File: src/rtl/round_robin_request_scheduler.sv
// round_robin_request_scheduler
// Shares one downstream resource among NUM_REQUESTERS requesters. A rotating
// priority pointer picks the first active request at or after it, the grant is
// registered and held until acked or withdrawn, and each completed grant moves
// the pointer past its winner so nobody starves.
module round_robin_request_scheduler #(
   parameter int NUM_REQUESTERS = 8,
   parameter int INDEX_WIDTH    = 3
) (
   input  logic                      clk_in,
   input  logic                      reset_in,
   input  logic [NUM_REQUESTERS-1:0] request_in,
   input  logic                      ack_in,
   output logic                      grant_valid_out,
   output logic [INDEX_WIDTH-1:0]    grant_index_out,
   output logic [NUM_REQUESTERS-1:0] grant_onehot_out,
   output logic [INDEX_WIDTH-1:0]    priority_pointer_out
);

   typedef enum logic {
      IDLE,
      GRANTED
   } state_t;

   // Widened copy of the requester count so index sums can be wrapped without overflow
   localparam logic [INDEX_WIDTH:0]   NUM_WIDE   = (INDEX_WIDTH+1)'(NUM_REQUESTERS);
   localparam logic [INDEX_WIDTH-1:0] LAST_INDEX = INDEX_WIDTH'(NUM_REQUESTERS - 1);

   state_t                      state_q, state_d;
   logic                        valid_q, valid_d;
   logic [INDEX_WIDTH-1:0]      grant_index_q, grant_index_d;
   logic [NUM_REQUESTERS-1:0]   onehot_q, onehot_d;
   logic [INDEX_WIDTH-1:0]      pointer_q, pointer_d;

   logic [NUM_REQUESTERS-1:0]   rotated;
   int                          src_index;
   logic                        found_any;
   logic [INDEX_WIDTH-1:0]      found_index;
   logic [INDEX_WIDTH:0]        winner_sum;
   logic [INDEX_WIDTH-1:0]      winner_index;

   // Rotate requests so the pointer's requester lands at bit 0, then take the lowest set bit
   always_comb begin
      rotated     = '0;
      src_index   = 0;
      found_index = '0;
      for (int i = 0; i < NUM_REQUESTERS; i++) begin
         src_index = i + int'(pointer_q);
         if (src_index >= NUM_REQUESTERS) begin
            src_index = src_index - NUM_REQUESTERS;
         end
         rotated[i] = request_in[src_index];
      end
      found_any = |rotated;
      for (int i = NUM_REQUESTERS - 1; i >= 0; i--) begin
         if (rotated[i]) begin
            found_index = INDEX_WIDTH'(i);
         end
      end
      winner_sum   = {1'b0, found_index} + {1'b0, pointer_q};
      winner_index = (winner_sum >= NUM_WIDE) ? INDEX_WIDTH'(winner_sum - NUM_WIDE)
                                              : INDEX_WIDTH'(winner_sum);
   end

   // Next-state logic: grab a winner when idle, release on ack or withdrawal when granted
   always_comb begin
      state_d       = state_q;
      valid_d       = valid_q;
      grant_index_d = grant_index_q;
      onehot_d      = onehot_q;
      pointer_d     = pointer_q;
      case (state_q)
         IDLE: begin
            if (found_any) begin
               state_d                = GRANTED;
               valid_d                = 1'b1;
               grant_index_d          = winner_index;
               onehot_d               = '0;
               onehot_d[winner_index] = 1'b1;
            end
         end
         GRANTED: begin
            if (ack_in) begin
               pointer_d     = (grant_index_q == LAST_INDEX) ? '0 : grant_index_q + 1'b1;
               state_d       = IDLE;
               valid_d       = 1'b0;
               grant_index_d = '0;
               onehot_d      = '0;
            end else if (!request_in[grant_index_q]) begin
               state_d       = IDLE;
               valid_d       = 1'b0;
               grant_index_d = '0;
               onehot_d      = '0;
            end
         end
         default: begin
            state_d       = IDLE;
            valid_d       = 1'b0;
            grant_index_d = '0;
            onehot_d      = '0;
         end
      endcase
   end

   // State and grant registers; reset wins over any same-cycle ack
   always_ff @(posedge clk_in) begin
      if (reset_in) begin
         state_q       <= IDLE;
         valid_q       <= 1'b0;
         grant_index_q <= '0;
         onehot_q      <= '0;
         pointer_q     <= '0;
      end else begin
         state_q       <= state_d;
         valid_q       <= valid_d;
         grant_index_q <= grant_index_d;
         onehot_q      <= onehot_d;
         pointer_q     <= pointer_d;
      end
   end

   assign grant_valid_out      = valid_q;
   assign grant_index_out      = grant_index_q;
   assign grant_onehot_out     = onehot_q;
   assign priority_pointer_out = pointer_q;

endmodule

File: config.mk
export PLATFORM = sky130hd
export DESIGN_NAME = round_robin_request_scheduler
export DESIGN_NICKNAME = d
export VERILOG_FILES = /design/src/rtl/round_robin_request_scheduler.sv
export SDC_FILE = /design/constraint.sdc
export NUM_CORES = 1
export LEC_CHECK = 0
export CAP_MARGIN = 20
export CORE_AREA = 5 5 58 60
export CTS_CLUSTER_SIZE = 28
export DETAILED_ROUTE_END_ITERATION = 12
export DIE_AREA = 0 0 63 65
export GPL_TIMING_DRIVEN = 0
export PLACE_DENSITY = 0.87
export SLEW_MARGIN = 5
export SYNTH_ARGS = -nofsm -noshare
export SYNTH_HDL_FRONTEND = slang
export SYNTH_SLANG_ARGS = --single-unit
File: constraint.sdc
create_clock -name clk_in -period 4.39 [get_ports clk_in]
set_input_delay 0.6585 -clock clk_in [delete_from_list [all_inputs] [get_ports clk_in]]
set_output_delay 0.6585 -clock clk_in [all_outputs]
set_load 0.01 [all_outputs]
Word level (Yosys, flattened, before mapping)
Cells that the tools add are included.
{"block": "word_totals", "regBits": 16, "ramBits": 0, "rom_bits": 0, "out_inout_bits": 15, "inputBits": 11, "mem_count": 0, "word_cells": 113, "latchBits": 0}
{"block": "classes", "n_lt_le_gt_ge": 20, "addsub": 18, "shifts": 0, "mul": 0, "eq_ne": 3, "n_div": 0, "bitwise": 1, "n_mux": 62, "n_reduce_logical": 4}
{"operator": "32-bit by 5-bit < comparator with 1-bit output (second input constant)", "count": 8}
{"operator": "32-bit two-way mux", "count": 8}
{"operator": "3-bit two-way mux", "count": 13}
{"operator": "4-bit by 4-bit subtractor with 5-bit output (second input constant)", "count": 7}
{"operator": "4-bit >= comparator (second input constant)", "count": 8}
{"operator": "1-bit binary-select mux with 3-bit select", "count": 9}
{"operator": "1-bit two-way mux", "count": 24}
{"operator": "8-bit two-way mux", "count": 3}
{"operator": "3-bit by 3-bit adder with 4-bit output (first input constant)", "count": 4}
{"operator": "8-bit one-hot mux with 2 select lines", "count": 1}
{"operator": "2-bit by 3-bit adder with 4-bit output (first input constant)", "count": 2}
{"operator": "3-bit by 4-bit < comparator with 1-bit output (second input constant)", "count": 2}
{"operator": "8-bit OR reduction", "count": 1}
{"operator": "3-bit one-hot mux with 2 select lines", "count": 1}
{"operator": "3-bit by 4-bit subtractor with 5-bit output (second input constant)", "count": 1}
{"operator": "1-bit by 3-bit adder with 4-bit output (first input constant)", "count": 1}
{"operator": "3-bit by 3-bit adder with 4-bit output", "count": 1}
{"operator": "3-bit by 4-bit >= comparator with 1-bit output (second input constant)", "count": 1}
{"operator": "1-bit one-hot mux with 2 select lines", "count": 2}
{"operator": "2-bit AND reduction", "count": 2}
{"operator": "3-bit by 1-bit adder with 3-bit output (second input constant)", "count": 1}
{"operator": "1-bit demux with 3-bit select", "count": 1}
{"operator": "3-bit == test (second input constant)", "count": 1}
{"operator": "3-bit by 1-bit >= comparator with 1-bit output (second input constant)", "count": 1}
{"operator": "other kinds (5)", "count": 5}

Depth between registers and ports, before layout
{"block": "logic_depth", "word_depth": 23, "depth_mapped": 16, "ltp_nobuf": 13}

Worst setup path after synthesis
OpenSTA, ideal clock, no wires.
{"block": "synth_path", "path_type": "reg2reg", "start": "reg pointer_q[0], in the netlist priority_pointer_out[0]", "end": "reg onehot_q[2], in the netlist grant_onehot_out[2]", "n_path_buf": 3, "arrival_time_ns": 3.545, "slack_ns": 0.785, "setup_ns": 0.060, "required_ns": 4.330, "period_less_slack_ns": 3.605, "path_stages_with_launch": 15, "path_cell_list": "dfxtp_1 > buf_6 > buf_2 > inv_1 > ha_1 > buf_6 > mux4_2 > mux2_4 > a31o_4 > nand2_1 > a21oi_1 > a21oi_1 > fa_1 > nor4b_1 > a22o_1"}
{"block": "synth_via", "elab_chain_cells": 23, "word_cells_on_any_way": 77, "classes_between": "add/sub (17); order compare (11); eq/ne (1); mux (45); reduce/logical (3)"}
{"item": "start, declared", "line": "33", "rtl": "logic [INDEX_WIDTH-1:0] pointer_q, pointer_d;"}
{"item": "start signal, assigned", "line": "118", "rtl": "pointer_q <= pointer_d;"}
{"item": "3-bit by 3-bit adder with 4-bit output", "line": "48", "rtl": "src_index = i + int'(pointer_q);"}
{"item": "4-bit by 4-bit subtractor with 5-bit output or 4-bit >= comparator (tied branches)", "line": "50, 49"}
{"item": "32-bit two-way mux", "line": "49", "rtl": "if (src_index >= NUM_REQUESTERS) begin"}
{"item": "1-bit binary-select mux with 3-bit select", "line": "52", "rtl": "rotated[i] = request_in[src_index];"}
{"item": "1-bit two-way mux (not written as such) (2 in a row)", "line": "52"}
{"item": "3-bit two-way mux (8 in a row)", "line": "56", "rtl": "if (rotated[i]) begin"}
{"item": "3-bit by 3-bit adder with 4-bit output", "line": "60", "rtl": "winner_sum = {1'b0, found_index} + {1'b0, pointer_q};"}
{"item": "4-bit >= comparator or 3-bit by 1-bit subtractor with 3-bit output (tied branches)", "line": "61", "rtl": "winner_index = (winner_sum >= NUM_WIDE) ? INDEX_WIDTH'(winner_sum - NUM_WIDE)"}
{"item": "3-bit two-way mux", "line": "61"}
{"item": "3-bit by 4-bit < comparator with 1-bit output (not written as such) or 3-bit by 1-bit >= comparator with 1-bit output (tied branches)", "line": "79", "rtl": "onehot_d[winner_index] = 1'b1;"}
{"item": "1-bit logical AND (not written as such)", "line": "79"}
{"item": "1-bit two-way mux (not written as such)", "line": "79"}
{"item": "1-bit demux with 3-bit select", "line": "79"}
{"item": "8-bit two-way mux", "line": "74", "rtl": "if (found_any) begin"}
{"item": "8-bit one-hot mux with 2 select lines", "line": "72", "rtl": "case (state_q)"}
{"item": "end signal, assigned", "line": "117", "rtl": "onehot_q <= onehot_d;"}
{"item": "end, declared", "line": "32", "rtl": "logic [NUM_REQUESTERS-1:0] onehot_q, onehot_d;"}
Several ways; a longest one is shown, not always the timed one. The select of a mux whose other input is x is not followed.
A chain may end at the register's enable or synchronous reset.

Final worst setup path
Ends and elaborated chain as after synthesis.

==> results.sh <==
export IMPL_clockPowerShare_pct=21.9
export IMPL_period_needed_ns=4.09
export IMPL_rsz0062_at_grt="false"
export IMPL_syn_area_sq_um=1350
export IMPL_clock_latency_ns=0.30
export IMPL_row_count=20
export IMPL_cts_tree="done"
export IMPL_power_frac_seq_pct=36.1
export IMPL_power_leakage_uw=0.000606
export IMPL_grt_max_degree=11
export IMPL_postLayoutSetupSlackWorst_ns=0.298
export IMPL_crit_type="flop to flop"
export IMPL_fp_dieH_microns=65
export IMPL_synth_nets=149
export IMPL_fin_nets=179
export IMPL_post_place_ws_ns=0.189
export IMPL_switching_share_pct=34.1
export IMPL_grtUsageTotal_pct=17.1
export IMPL_antenna_found_initial=0
export IMPL_syn_avg_cell_area_sq_um=10.3
export IMPL_finalWirelength_microns=3340
export IMPL_mostFrequentLayoutCells="clkdlybuf4s50_1, dfxtp_1, nor2_1"
export IMPL_tightest_slew_ns=0.548
export IMPL_cts_hold_buf=0
export IMPL_setup_viol=0
export IMPL_cts_setup_buffers=0
export IMPL_finalCritPeriodShare_pct=93.2
export IMPL_startpoint_type="flop"
export IMPL_power_density_nw_per_um2=279
export IMPL_clk_pin_slew_ns=0.11
export IMPL_cts_sinks=16
export IMPL_cp_arrival_ns=4.33
export IMPL_root_buffer="clkbuf_4"
export IMPL_io_buffer_count=25
export IMPL_synth_seq_cells=16
export IMPL_drive_gt1_share_pct=14.9
export IMPL_h_tree_depth=1
export IMPL_crit_path_max_fanout=10
export IMPL_vias=1208
export IMPL_hold_viol_final=0
export IMPL_antennaDiodeCount=0
export IMPL_grt_first_pass_wirelength_microns=5640
export IMPL_end_kind="flop"
export IMPL_grt_overflow=0
export IMPL_reg2reg_depth=14
export IMPL_cts_buffers=3
export IMPL_required_ns=4.63
export IMPL_core_sq_um=2880
export IMPL_layout_commonest_cell="clkdlybuf4s50_1"
export IMPL_place_hpwl_microns=2610
export IMPL_slew_violations=0
export IMPL_max_freq_ghz=0.244
export IMPL_p_comb_share_pct=42.0
export IMPL_start_util_pct=47.0
export IMPL_rr_startpoint="priority_pointer_out[0]"
export IMPL_async_flop_share_pct=0
export IMPL_clockBufferDepth=2
export IMPL_p_switching_uw=160
export IMPL_place_gp_congestion=0.867
export IMPL_grt_pass1_vias=1209
export IMPL_drc=0
export IMPL_maxCapViolations=0
export IMPL_firstDrtPassIters=4
export IMPL_synth_edf_count=0
export IMPL_vias_per_cell=6.23
export IMPL_die_x_microns=63
export IMPL_internal_power_uw=309
export IMPL_post_cts_resized=0
export IMPL_yosysWarningCount=0
export IMPL_holdWs_ns=0.479
export IMPL_critPathLaunch="priority_pointer_out[0]"
export IMPL_relSlewSlack_pct=63.1
export IMPL_reg2reg_slack_ns=0.30
export IMPL_hold_class="flop to flop"
export IMPL_ios=26
export IMPL_synth_distinct_cells=44
export IMPL_avgRoutedWirePerCell_microns=17.2
export IMPL_rr_endpoint="grant_onehot_out[2]"
export IMPL_vdd_drop_max_v=0.000250
export IMPL_status="complete, no violations"
export IMPL_synthCells=132
export IMPL_first_iter_violations=36
export IMPL_skew_ns=0.0132
export IMPL_yosysSeqAreaShare_pct=23.7
export IMPL_synth_main_ff_cell="dfxtp_1"
export IMPL_tns_ns=0
export IMPL_crit_path_end="grant_onehot_out[2]"
export IMPL_fp_dieArea_sq_um=4100
export IMPL_final_antenna_net_count=0
export IMPL_area_growth_pct=24.2
-- synth_stat cells (all sizes together), types with 2 or more instances --
library cell | count | area share [%]
or3 | 2 | 0.92
o31ai | 2 | 1.1
nand3b | 4 | 2.2
mux4 | 12 | 21
mux2i | 3 | 2.2
o21ai | 2 | 1.0
xor2 | 4 | 2.6
a22o | 2 | 1.3
xnor2 | 2 | 1.3
nor3 | 4 | 1.5
nand2b | 3 | 1.4
inv | 4 | 1.1
dfxtp | 16 | 24
clkbuf | 2 | 0.55
a21oi | 8 | 3.0
ha | 5 | 4.6
mux2 | 4 | 3.6
o2bb2ai | 7 | 4.5
nor4b | 3 | 2.4
nand3 | 5 | 1.8
buf | 7 | 4.1
nor2 | 10 | 2.8
nand2 | 8 | 2.2
-- through the flow --
step	util [%]	total power (uW)	cells	instance area (sq um)
after global routing	58.4	499	194	1680
after detailed placement	57.2	366	190	1650
after CTS	58.4	469	194	1680
after global placement	57.2	357	190	1650
final	58.4	469	194	1680
after floorplan	-	302	132	1350
-- registers in the layout, indices dropped and copies added (netlist names) --
| name | flops |
|---|---|
| grant_onehot_out | 8 |
| priority_pointer_out | 3 |
| grant_valid_out | 1 |
| state_q | 1 |
| grant_index_out | 3 |
-- worst min path at each step --
stage | slack, ns | startpoint | cells after the start | end
3_3_place_gp | 0.45 | grant_onehot_out[3] | 1 | grant_onehot_out[3]
4_1_cts | 0.48 | grant_onehot_out[7] | 1 | grant_onehot_out[7]
5_1_grt | 0.50 | grant_onehot_out[0] | 1 | grant_onehot_out[0]
3_5_place_dp | 0.46 | grant_onehot_out[7] | 1 | grant_onehot_out[7]
2_1_floorplan | 0.49 | grant_onehot_out[3] | 1 | grant_onehot_out[3]
6_report | 0.48 | grant_onehot_out[7] | 1 | grant_onehot_out[7]
-- power groups by stage --
| stage | sequential (uW) | clock (uW) | combinational (uW) |
|---|---|---|---|
| 2_1_floorplan | 175 | 0 | 127 |
| 3_3_place_gp | 171 | 0 | 186 |
| 3_5_place_dp | 172 | 0 | 194 |
| 4_1_cts | 169 | 104 | 196 |
| 5_1_grt | 171 | 114 | 213 |
| 6_report | 169 | 103 | 197 |
-- metal layers --
metal	wire length, microns	GRT usage, %	share of wire [%]	vias up
li1	-	-	-	573
met1	1380	20.2	41	591
met2	1790	30.6	53	38
met3	119	3.12	3.6	6
met4	57	6.37	1.7	0
met5	0	0	0	-
-- critical path: stages, from the launching register on --
cell,delay (ns)
dfxtp_1,0.45
buf_6,0.16
buf_2,0.21
inv_1,0.11
ha_1,0.32
buf_6,0.14
mux4_2,0.54
mux2_4,0.30
o221ai_1,0.20
a221oi_1,0.14
ha_1,0.23
inv_1,0.08
fa_1,0.49
nor4b_1,0.48
a22o_1,0.18
-- area by class of cell --
type                            instances  area, sq um
Inverter                                4         15.0
Multi-Input combinational cell        103          956
Sequential cell                        16          320
Clock buffer                            4         36.3
Fill cell                             225         1200
Timing Repair Buffer                   25          250
Buffer                                  9         62.6
Tap cell                               33         41.3
-- logic make-up (layout without fill, tap and decap cells) --
family | Yosys count | after routing | synth area share [%]
XOR/XNOR | 6 | 6 | 3.88
buffers and inverters | 13 | 42 | 5.73
adder cells (fa/ha/maj) | 6 | 6 | 6.10
AND/OR/NAND/NOR | 45 | 45 | 18.5
multiplexers | 19 | 19 | 26.9
AO/OA/AOI/OAI | 27 | 27 | 15.3
flip-flops | 16 | 16 | 23.7
Note: power is estimated with default switching activity, not from simulation.
